===== src/rtl/n8_pkg.sv =====
// -----------------------------------------------------------------------------
// n8_pkg
// Shared constants for the NES controller button-event block.
//   - Button index constants. They match the bit order of the driver's level
//     vector: bit7 right, 6 left, 5 down, 4 up, 3 start, 2 select, 1 b, 0 a.
//   - Event code layout: {kind, idx[2:0]}, where kind 1 = press, 0 = release.
// No ports (package).
// -----------------------------------------------------------------------------
package n8_pkg;

  localparam int BTN_A      = 0;
  localparam int BTN_B      = 1;
  localparam int BTN_SELECT = 2;
  localparam int BTN_START  = 3;
  localparam int BTN_UP     = 4;
  localparam int BTN_DOWN   = 5;
  localparam int BTN_LEFT   = 6;
  localparam int BTN_RIGHT  = 7;

  localparam int   EVT_W       = 4;
  localparam logic EVT_PRESS   = 1'b1;
  localparam logic EVT_RELEASE = 1'b0;

  typedef logic [EVT_W-1:0] evt_t;

  // Pack one event code from its kind bit and button index.
  function automatic evt_t make_evt(input logic kind, input logic [2:0] idx);
    return {kind, idx};
  endfunction

endpackage


===== src/rtl/n8_debounce_bit.sv =====
// -----------------------------------------------------------------------------
// n8_debounce_bit
// Conditions one button level from the driver's slow clock domain.
// Stages: a 2-flop synchroniser, a run-length debounce counter, the debounced
// state and registered one-cycle edge pulses.
// Ports:
//   clk      in   system clock
//   rst_n    in   asynchronous active-low reset
//   i_raw    in   raw button level (asynchronous to clk)
//   o_state  out  debounced level
//   o_rise   out  one-cycle pulse in the cycle o_state goes 0->1
//   o_fall   out  one-cycle pulse in the cycle o_state goes 1->0
// Parameters:
//   DEBOUNCE  number of consecutive cycles the synchronised level must differ
//             from o_state before o_state flips (>= 1)
//   DB_CNT_W  counter width, 2**DB_CNT_W > DEBOUNCE
// -----------------------------------------------------------------------------
module n8_debounce_bit #(
  parameter int DEBOUNCE = 500000,
  parameter int DB_CNT_W = 20
) (
  input  logic clk,
  input  logic rst_n,
  input  logic i_raw,
  output logic o_state,
  output logic o_rise,
  output logic o_fall
);

  localparam logic [DB_CNT_W-1:0] CNT_LAST = DB_CNT_W'(DEBOUNCE - 1);

  logic                r_meta;
  logic                r_sync;
  logic                r_state;
  logic                r_rise;
  logic                r_fall;
  logic [DB_CNT_W-1:0] r_cnt;

  always_ff @(posedge clk or negedge rst_n) begin
    if (!rst_n) begin
      r_meta  <= 1'b0;
      r_sync  <= 1'b0;
      r_state <= 1'b0;
      r_rise  <= 1'b0;
      r_fall  <= 1'b0;
      r_cnt   <= '0;
    end else begin
      r_meta <= i_raw;
      r_sync <= r_meta;
      r_rise <= 1'b0;
      r_fall <= 1'b0;
      if (r_sync != r_state) begin
        // The counter holds the number of earlier consecutive differing
        // cycles, so reaching CNT_LAST here means DEBOUNCE differing cycles.
        if (r_cnt == CNT_LAST) begin
          r_state <= r_sync;
          r_rise  <= r_sync;
          r_fall  <= ~r_sync;
          r_cnt   <= '0;
        end else begin
          r_cnt <= r_cnt + 1'b1;
        end
      end else begin
        r_cnt <= '0;
      end
    end
  end

  assign o_state = r_state;
  assign o_rise  = r_rise;
  assign o_fall  = r_fall;

endmodule


===== src/rtl/n8_button_events.sv =====
// -----------------------------------------------------------------------------
// n8_button_events
// Consumer of the 8-button NES controller driver. It synchronises and
// debounces each button, emits press/release pulses, and queues event codes
// {kind, idx} in a small FIFO with a valid/ready interface.
// Optional feature: define N8_AUTO_REPEAT_EN to add d-pad (bits 7:4) auto-repeat
// press events after REPEAT_DELAY cycles and then every REPEAT_PERIOD cycles.
// Ports:
//   clk            in   system clock
//   rst_n          in   asynchronous active-low reset
//   btn_in[7:0]    in   raw levels, 1 = pressed
//   btn_state[7:0] out  debounced levels
//   press_pulse    out  one-cycle pulse per bit on a btn_state rise
//   release_pulse  out  one-cycle pulse per bit on a btn_state fall
//   evt_valid      out  FIFO not empty
//   evt_data[3:0]  out  head entry {kind, idx}
//   evt_ready      in   pop head when evt_valid && evt_ready
//   ovf            out  sticky event-loss flag, cleared only by reset
// -----------------------------------------------------------------------------
module n8_button_events
  import n8_pkg::*;
#(
  parameter int DEBOUNCE      = 500000,
  parameter int DB_CNT_W      = 20,
  parameter int FIFO_DEPTH    = 4,
  parameter int REPEAT_DELAY  = 25000000,
  parameter int REPEAT_PERIOD = 5000000
) (
  input  logic             clk,
  input  logic             rst_n,
  input  logic [7:0]       btn_in,
  output logic [7:0]       btn_state,
  output logic [7:0]       press_pulse,
  output logic [7:0]       release_pulse,
  output logic             evt_valid,
  output logic [EVT_W-1:0] evt_data,
  input  logic             evt_ready,
  output logic             ovf
);

  localparam int                PTR_W   = $clog2(FIFO_DEPTH);
  localparam int                CNT_W   = PTR_W + 1;
  localparam logic [CNT_W-1:0]  DEPTH_C = CNT_W'(FIFO_DEPTH);

  logic [7:0] w_state;
  logic [7:0] w_rise;
  logic [7:0] w_fall;

  genvar gi;
  generate
    for (gi = 0; gi < 8; gi++) begin : g_db
      n8_debounce_bit #(
        .DEBOUNCE (DEBOUNCE),
        .DB_CNT_W (DB_CNT_W)
      ) u_db (
        .clk     (clk),
        .rst_n   (rst_n),
        .i_raw   (btn_in[gi]),
        .o_state (w_state[gi]),
        .o_rise  (w_rise[gi]),
        .o_fall  (w_fall[gi])
      );
    end
  endgenerate

  assign btn_state     = w_state;
  assign press_pulse   = w_rise;
  assign release_pulse = w_fall;

  // ---------------------------------------------------------------------------
  // Auto-repeat source: a press request mask for held d-pad bits.
  // ---------------------------------------------------------------------------
  logic [7:0] w_rep_mask;

`ifdef N8_AUTO_REPEAT_EN
  localparam int REP_MAX = (REPEAT_DELAY > REPEAT_PERIOD) ? REPEAT_DELAY : REPEAT_PERIOD;
  localparam int REP_W   = $clog2(REP_MAX + 1);

  logic [REP_W-1:0] r_rep_cnt;
  logic             r_rep_phase;   // 0: waiting for first repeat, 1: periodic
  logic             w_dpad_chg;
  logic             w_dpad_held;
  logic             w_rep_fire;
  logic [REP_W-1:0] w_rep_last;

  assign w_dpad_chg  = |(w_rise[7:4] | w_fall[7:4]);
  assign w_dpad_held = |w_state[7:4];
  assign w_rep_last  = r_rep_phase ? REP_W'(REPEAT_PERIOD - 1) : REP_W'(REPEAT_DELAY - 1);
  // A d-pad edge in this cycle restarts the timing, so it never coincides with
  // a repeat on the same bit.
  assign w_rep_fire  = w_dpad_held && !w_dpad_chg && (r_rep_cnt == w_rep_last);
  assign w_rep_mask  = w_rep_fire ? {w_state[7:4], 4'b0000} : 8'h00;

  always_ff @(posedge clk or negedge rst_n) begin
    if (!rst_n) begin
      r_rep_cnt   <= '0;
      r_rep_phase <= 1'b0;
    end else if (w_dpad_chg || !w_dpad_held) begin
      r_rep_cnt   <= '0;
      r_rep_phase <= 1'b0;
    end else if (w_rep_fire) begin
      r_rep_cnt   <= '0;
      r_rep_phase <= 1'b1;
    end else begin
      r_rep_cnt <= r_rep_cnt + 1'b1;
    end
  end
`else
  assign w_rep_mask = 8'h00;
`endif

  // ---------------------------------------------------------------------------
  // Pending masks and lowest-index push selection.
  // ---------------------------------------------------------------------------
  logic [7:0]       r_pend;
  logic [7:0]       r_pkind;
  logic [7:0]       w_pend_next;
  logic [7:0]       w_pkind_next;
  logic [7:0]       w_ev_set;
  logic [7:0]       w_ev_kind;
  logic             w_ovf_hit;
  logic             w_push_found;
  logic [2:0]       w_push_idx;
  logic             w_push;
  logic             w_pop;
  logic             w_room;
  evt_t             w_push_evt;

  logic [EVT_W-1:0] r_mem [FIFO_DEPTH];
  logic [PTR_W-1:0] r_wr_ptr;
  logic [PTR_W-1:0] r_rd_ptr;
  logic [CNT_W-1:0] r_count;
  logic             r_ovf;

  assign w_ev_set  = w_rise | w_fall | w_rep_mask;
  assign w_ev_kind = w_rise | w_rep_mask;

  // Scan from the top so the lowest set index is the one left selected.
  always_comb begin
    w_push_found = 1'b0;
    w_push_idx   = 3'd0;
    for (int k = 7; k >= 0; k--) begin
      if (r_pend[k]) begin
        w_push_found = 1'b1;
        w_push_idx   = 3'(k);
      end
    end
  end

  assign w_pop      = (r_count != '0) && evt_ready;
  assign w_room     = (r_count < DEPTH_C) || w_pop;
  assign w_push     = w_push_found && w_room;
  assign w_push_evt = make_evt(r_pkind[w_push_idx], w_push_idx);

  always_comb begin
    w_pend_next  = r_pend;
    w_pkind_next = r_pkind;
    w_ovf_hit    = 1'b0;
    for (int k = 0; k < 8; k++) begin
      if (w_push && (w_push_idx == 3'(k))) begin
        // The pushed entry leaves; a simultaneous new edge starts afresh.
        w_pend_next[k]  = w_ev_set[k];
        w_pkind_next[k] = w_ev_kind[k];
      end else if (w_ev_set[k]) begin
        if (!r_pend[k]) begin
          w_pend_next[k]  = 1'b1;
          w_pkind_next[k] = w_ev_kind[k];
        end else if (r_pkind[k] != w_ev_kind[k]) begin
          // Press and release cancel out; the pair is lost.
          w_pend_next[k] = 1'b0;
          w_ovf_hit      = 1'b1;
        end else begin
          // Same-kind event already waiting: drop the newer one.
          w_ovf_hit = 1'b1;
        end
      end
    end
  end

  always_ff @(posedge clk or negedge rst_n) begin
    if (!rst_n) begin
      r_pend  <= 8'h00;
      r_pkind <= 8'h00;
      r_ovf   <= 1'b0;
    end else begin
      r_pend  <= w_pend_next;
      r_pkind <= w_pkind_next;
      r_ovf   <= r_ovf | w_ovf_hit;
    end
  end

  // ---------------------------------------------------------------------------
  // Event FIFO. Storage has no reset; only pointers and count are cleared.
  // ---------------------------------------------------------------------------
  always_ff @(posedge clk) begin
    if (w_push) begin
      r_mem[r_wr_ptr] <= w_push_evt;
    end
  end

  always_ff @(posedge clk or negedge rst_n) begin
    if (!rst_n) begin
      r_wr_ptr <= '0;
      r_rd_ptr <= '0;
      r_count  <= '0;
    end else begin
      if (w_push) begin
        r_wr_ptr <= r_wr_ptr + 1'b1;
      end
      if (w_pop) begin
        r_rd_ptr <= r_rd_ptr + 1'b1;
      end
      case ({w_push, w_pop})
        2'b10:   r_count <= r_count + 1'b1;
        2'b01:   r_count <= r_count - 1'b1;
        default: r_count <= r_count;
      endcase
    end
  end

  assign evt_valid = (r_count != '0);
  assign evt_data  = r_mem[r_rd_ptr];
  assign ovf       = r_ovf;

endmodule


===== config.mk =====
export PLATFORM = sky130hd
export DESIGN_NAME = n8_button_events
export DESIGN_NICKNAME = d
export VERILOG_FILES = /design/src/rtl/n8_pkg.sv /design/src/rtl/n8_debounce_bit.sv /design/src/rtl/n8_button_events.sv
export SDC_FILE = /design/constraint.sdc
export NUM_CORES = 1
export LEC_CHECK = 0
export CORE_MARGIN = 2
export CORE_UTILIZATION = 45
export DETAILED_ROUTE_END_ITERATION = 8
export SYNTH_ARGS = -nofsm -noshare
export SYNTH_HDL_FRONTEND = slang
export SYNTH_SLANG_ARGS = --single-unit

===== constraint.sdc =====
create_clock -name clk -period 2.7 [get_ports clk]
set_input_delay 0.54 -clock clk [delete_from_list [all_inputs] [get_ports clk]]
set_output_delay 0.54 -clock clk [all_outputs]
set_load 0.01 [all_outputs]

* Word level (Yosys, flattened, before mapping)
Memories as Yosys holds them, arrays and structs flattened.
Index checks and enable logic that the tools add are counted.
** Storage, ports and cells
- Output and inout port bits :: 30
- Input port bits :: 11
- Memories kept :: 1
- Memory bits (writable) :: 16
- Flip-flop bits (word level) :: 224
- Logic and storage cells :: 321
** Cells by class
- Add/subtract/negate cells :: 12
- $lt $le $gt $ge :: 2
- Reduce and logical (&&, ||, !) cells :: 38
- Bitwise operators :: 10
- Equality and inequality tests :: 41
- Multiplexer cells :: 149
** Memory list
- r_mem :: depth 4, width 4, rd ports 1, clocked after memory_dff 0, wr ports 1, RTL line n8_button_events.sv:129 : logic [EVT_W-1:0] r_mem [FIFO_DEPTH];
** Operators by type and width (count)
- 20-bit two-way mux :: 16
- 20-bit by 1-bit adder with 20-bit output, second input constant :: 8
- 20-bit by 19-bit == test with 1-bit output, second input constant :: 8
- 1-bit two-way mux :: 123
- 2-bit AND reduction :: 16
- 3-bit two-way mux :: 8
- 2-bit nonzero test :: 9
- 1-bit inequality test :: 16
- 2-bit by 1-bit inequality test with 1-bit output, second input constant :: 8
- 3-bit == test, second input constant :: 4
- 1-bit logical AND :: 10
- 1-bit NOT :: 8
- 8-bit OR :: 1
- 3-bit by 2-bit == test with 1-bit output, second input constant :: 2
- 3-bit case mux with 2 select lines :: 1
- 2-bit by 1-bit adder with 2-bit output, second input constant :: 2
- 3-bit by 4-bit less-than comparator with 1-bit output, second input constant :: 1
- 3-bit by 1-bit adder with 3-bit output, second input constant :: 1
- 1-bit binary-select mux with 3-bit select :: 1
- 3-bit by 1-bit == test with 1-bit output, second input constant :: 1
- 3-bit zero test :: 1
- 3-bit less-than comparator, second input constant :: 1
- 3-bit nonzero test :: 1
- 3-bit by 1-bit subtractor with 3-bit output, second input constant :: 1
- 4 further kinds :: 4

* Longest topological paths before layout
- Depth after elaboration :: 33
- Depth in mapped cells :: 10
- Depth with buffers taken out :: 9

* Cells and area by module
From an unflattened synthesis, not the netlist that was laid out.
** Unflattened totals
- Cell total of the unflattened synthesis :: 1137
- Area, all modules :: 11918.9 sq um
** By module, submodules not included
- n8_debounce_bit at g_db[0].u_db ... :: instances 7, cells each 115, sequential area each 625.6 sq um, area each 1218.7 sq um
- n8_button_events :: instances 1, cells each 216, sequential area each 1081.0 sq um, area each 2172.1 sq um
- n8_debounce_bit at g_db[7].u_db :: instances 1, cells each 116, sequential area each 625.6 sq um, area each 1216.2 sq um

* Worst setup path after synthesis
Ideal clock, no wire load.
- Path type :: flip-flop to flip-flop
- Start :: reg r_pend[3]
- End :: mem r_mem[0][3], data pin
- Required time :: 2.434 ns
- Slack :: 0.406 ns
- Clock period less this slack :: 2.294 ns
- Buffers on the path :: 1
- Setup time :: 0.266 ns
- Stages on the path, launching flop included :: 7
- Arrival time :: 2.028 ns
- Cell sequence :: dfrtp_1 buf_6 or4_4 nor2_2 mux2_1 a2bb2o_1 a22o_1
** Between the ends
- Cells in the longest elaborated chain, start to end :: 6
** RTL lines
- start: declaration :: RTL line n8_button_events.sv:115 : logic [7:0] r_pend;
- start signal: assignment :: RTL line n8_button_events.sv:186 : r_pend <= w_pend_next;
- 3-bit two-way mux (4 in series) :: RTL line n8_button_events.sv:143 : if (r_pend[k]) begin
- named net w_push_evt[2] :: RTL line n8_button_events.sv:127 : evt_t w_push_evt;
- 1-bit binary-select mux with 3-bit select :: RTL line n8_button_events.sv:153 : assign w_push_evt = make_evt(r_pkind[w_push_idx], w_push_idx);
- 1-bit two-way mux (not written as such) :: RTL line n8_button_events.sv:153
- named net w_push_evt[3] :: RTL line n8_button_events.sv:127
- end: declaration :: RTL line n8_button_events.sv:129
The timed path passes the listed nets, and every way through them passes these cells. The select of a mux whose other input is x is not followed.

* Final worst setup path
- Start :: reg r_rd_ptr[0]
- End :: out evt_data[3]
** Between the ends
- Cells in the longest elaborated chain, start to end :: 1
** RTL lines
- start: declaration :: RTL line n8_button_events.sv:131 : logic [PTR_W-1:0] r_rd_ptr;
- start signal: assignment :: RTL line n8_button_events.sv:211 : r_rd_ptr <= r_rd_ptr + 1'b1;
- memory 4 x 4 bit
- end: declaration :: RTL line n8_button_events.sv:36 : output logic [EVT_W-1:0] evt_data,
Every way passes these cells.

==> out/results.tsv <==
stage	metric	value	unit
power	p_leak	5.577	nW
detailed_routing	met1_length	10.54	mm
worst_hold_path	min_path_type	reg2reg	
power	power.share.combinational	0.095	
timing	finClkSkew	10.26	ps
synth	synth_mux_area_frac	0.01896	
worst_setup_path	worstPathArrival	2040	ps
clock_network	cts_sinks	240	
timing	hold_ws	346.2	ps
floorplanning	die_h	162.3	um
synth	synth.net_count	1112	
synth	synthAdderAreaFrac	0.01619	
worst_setup_path	critical_path_class	reg2out	
clock_network	cts_tree	built	
power	p_int	6.718	mW
place	place_hpwl	13.62	mm
cells_and_area	seqCellArea	6087	um2
grt	grt_max_degree	71	
synth	syn_area	11280	um2
place	place_ws	237.4	ps
detailed_routing	vias	7482	
cells_and_area	n_antenna_cell	0	
power	finalPower	8.793	mW
synth	synthTopCellsByArea	dfrtp_1, xor2_1, nor2_1	
place	post_dp_cell_area	11950	um2
detailed_routing	wl_per_cell	14.01	um
clock_network	clkTransAtPathRegs	50	ps
synth	synth.avg_cell_area	10.38	um2
worst_setup_path	ff2ff_path_depth	9	
synth	synth_top_family_by_area	simple AND/OR/NAND/NOR gates	
grt	antenna_found_initial	0	
cells_and_area	multi_input_area	4750	um2
power	p_sw_frac	0.2360	
floorplanning	io_pins	41	
synth	synth_compound_area_frac	0.03548	
power	power_density	678.2	nW/um2
place	port_buffers	40	
worst_setup_path	worstPathRequired	2160	ps
synth	ys_types	59	
floorplanning	die_w	162.3	um
worst_setup_path	reg2reg_from	r_pend[6]	
cells_and_area	drive_above_1_share	0.07826	
synth	synth_edf_count	16	
grt	grt_util_all_layers	0.1612	
grt	overflow	0	
synth	ys_ff_latch	240	
synth	yosys.area_share.simple	0.2277	
cells_and_area	fillers	2164	
synth	synth_xor_xnor_area_share	0.1226	
synth	yosysSeqAreaShare	0.5394	
power	seqPwrFrac	0.448	
timing	timing.slew.headroom	0.5733	
timing	min_period_over_period	0.9550	
detailed_routing	antenna_left	0	
floorplanning	dieArea	26360	um2
clock_network	cts_setup_buffers	0	
synth	async_flop_share	0.9333	
detailed_routing	totalWireLength	20.65	mm
worst_setup_path	endpoint_kind	primary output	
detailed_routing	wl_met3	621	um
floorplanning	core	24460	um2
clock_network	cts_root_buffer	clkbuf_16	
cells_and_area	instances_no_fill	1474	
clock_network	cts.path.max_buffers	3	
timing	rsz0062_at_grt	no	
worst_hold_path	worstHoldStart	g_db[2].u_db.r_meta	
floorplanning	start_util	0.4613	
detailed_routing	drt-pass1-iter-count	5	
timing	fmax	387.8	MHz
grt	grt_pass1_wl	35.49	mm
timing	final.min_clock_period	2578	ps
power	ir_worst_vdd	0.4240	mV
timing	drv_slew	0	
worst_hold_path	holdPathEnd	g_db[2].u_db.r_sync	
detailed_routing	drt_iter0_drc	430	
flow_run	drv_cap	0	
synth	yosys_warnings	0	
timing	worstMarginPinSlew	638.5	ps
timing	layout_setup_ws	121.6	ps
clock_network	cts_made_buffers	29	
power	pwr-share-clk	0.458	
timing	hold_viol	0	
worst_setup_path	cp-start-kind	flip-flop	
worst_setup_path	worst-path-max-fanout	6	
place	placed_cells	1419	
floorplanning	std_cell_rows	57	
timing	timing.setup.tns	0	ps
power	p_sw	2.075	mW
worst_setup_path	rrSetupSlack	360	ps
detailed_routing	vias_per_cell	5.076	
timing	setup_viol	0	
clock_network	cts_max_level	1	
detailed_routing	met2_length	9.089	mm
worst_setup_path	rr_endpoint	r_count[2]	
grt	grt_pass1_vias	7298	
cells_and_area	layout-area-overhead-vs-synth	14.90	%
synth	syn_inst	1087	
worst_hold_path	worstHoldPathCells	0	
clock_network	insertion_delay	530	ps
status	status	complete, no violations	
cells_and_area	nets	1152	
synth	synth_flop_cell	dfrtp_1	
cells_and_area	fin_util	0.5300	
synth	synth_top_area_frac	0.4968	
detailed_routing	top_layer_used	met4	
detailed_routing	drcViolationCount	0	
synth	synth.largest_area_cell	dfrtp_1	
cells_and_area	final_cell_area	12960	um2
place	gp_congestion	0.8330	
how the worst max path moves through the flow:
stage | start | endpoint | slack (ps) | cells after the start
4_1_cts | r_rd_ptr[0] | evt_data[3] | 90 | 2
3_3_place_gp | evt_ready | ovf | 290 | 7
5_1_grt | r_rd_ptr[0] | evt_data[3] | 30 | 2
3_5_place_dp | evt_ready | ovf | 240 | 7
2_1_floorplan | r_pend[3] | r_mem[0][3] | 410 | 6
6_report | r_rd_ptr[0] | evt_data[3] | 120 | 2
layout by cell type, fill, tap and decap left out, drive strengths merged, types with 5 or more instances in the layout:
cell           instances
a21oi                 11
and2                  11
and3                  27
and4                  14
buf                   20
bufinv                 5
clkbuf                35
clkdlybuf4s50         39
clkinv                10
dfrtp                224
edfxtp                16
ha                    13
inv                   34
mux2                   9
mux4                   5
nand2                 69
nand2b                 8
nand3                 56
nand4                 50
nor2                 207
nor3                  18
nor3b                 16
nor4                  12
nor4b                  7
o21ai                 22
o221ai                 5
or3                    6
xnor2                 51
xor2                 107
sequential cells by signal (all words and copies together) (netlist names):
name	count
ovf	1
g_db.u_db.r_cnt	160
r_pkind	8
r_count	3
r_mem	16
g_db.u_db.o_fall	8
g_db.u_db.r_sync	8
g_db.u_db.o_state	8
r_wr_ptr	2
g_db.u_db.r_meta	8
r_rd_ptr	2
r_pend	8
g_db.u_db.o_rise	8
cells in the mapped netlist, drive strengths merged (16+ instances only):
cell / number
edfxtp: 16
xor2: 107
nand4: 50
dfrtp: 224
inv: 32
xnor2: 51
nor3: 18
nand2: 69
buf: 37
o21ai: 22
nand3: 56
and3: 27
nor2: 207
nor3b: 16
worst max-delay path, stage by stage (launching register included):
cell,delay [ps]
dfrtp_2,470
mux4_2,550
clkdlybuf4s50_1,490
routing by layer:
layer  vias up  track usage
met5         -            0
met4         0      0.03862
met3        31      0.02521
met2        83       0.2480
met1      3593       0.2410
li1       3775            -
power groups by stage:
stage               clock network, mW  registers, mW  logic [mW]
detailed placement                  0           4.00       0.834
CTS                              4.15           3.94       0.842
global placement                    0           3.99       0.817
finish                           4.03           3.94       0.832
global route                     4.30           3.96       0.945
floorplan                           0           3.95       0.547
cell families after synthesis:
| group | count (synthesis) |
|---|---|
| and+or+nand+nor | 517 |
| DFF | 240 |
| xor gates and xnor gates | 158 |
| buffers and inverters | 83 |
| AOI/OAI and AO/OA | 61 |
| muxes | 14 |
| adders and majority gates | 14 |
layout make-up:
cell class                      count  area share
Timing Repair Buffer               60     0.04594
Clock buffer                       35     0.06003
Multi-Input combinational cell    764      0.3663
Clock inverter                     19     0.01766
Sequential cell                   240      0.4695
Inverter                           32    0.009265
Tap cell                          324     0.03127
timing repair:
item / CTS / global route
hold endpoints to repair: 65 / 0
hold buffers: 1 / 0
setup endpoints to repair: 2 / 0
resized for setup: 1 / 0
Note: power is estimated with default switching activity, not from simulation.
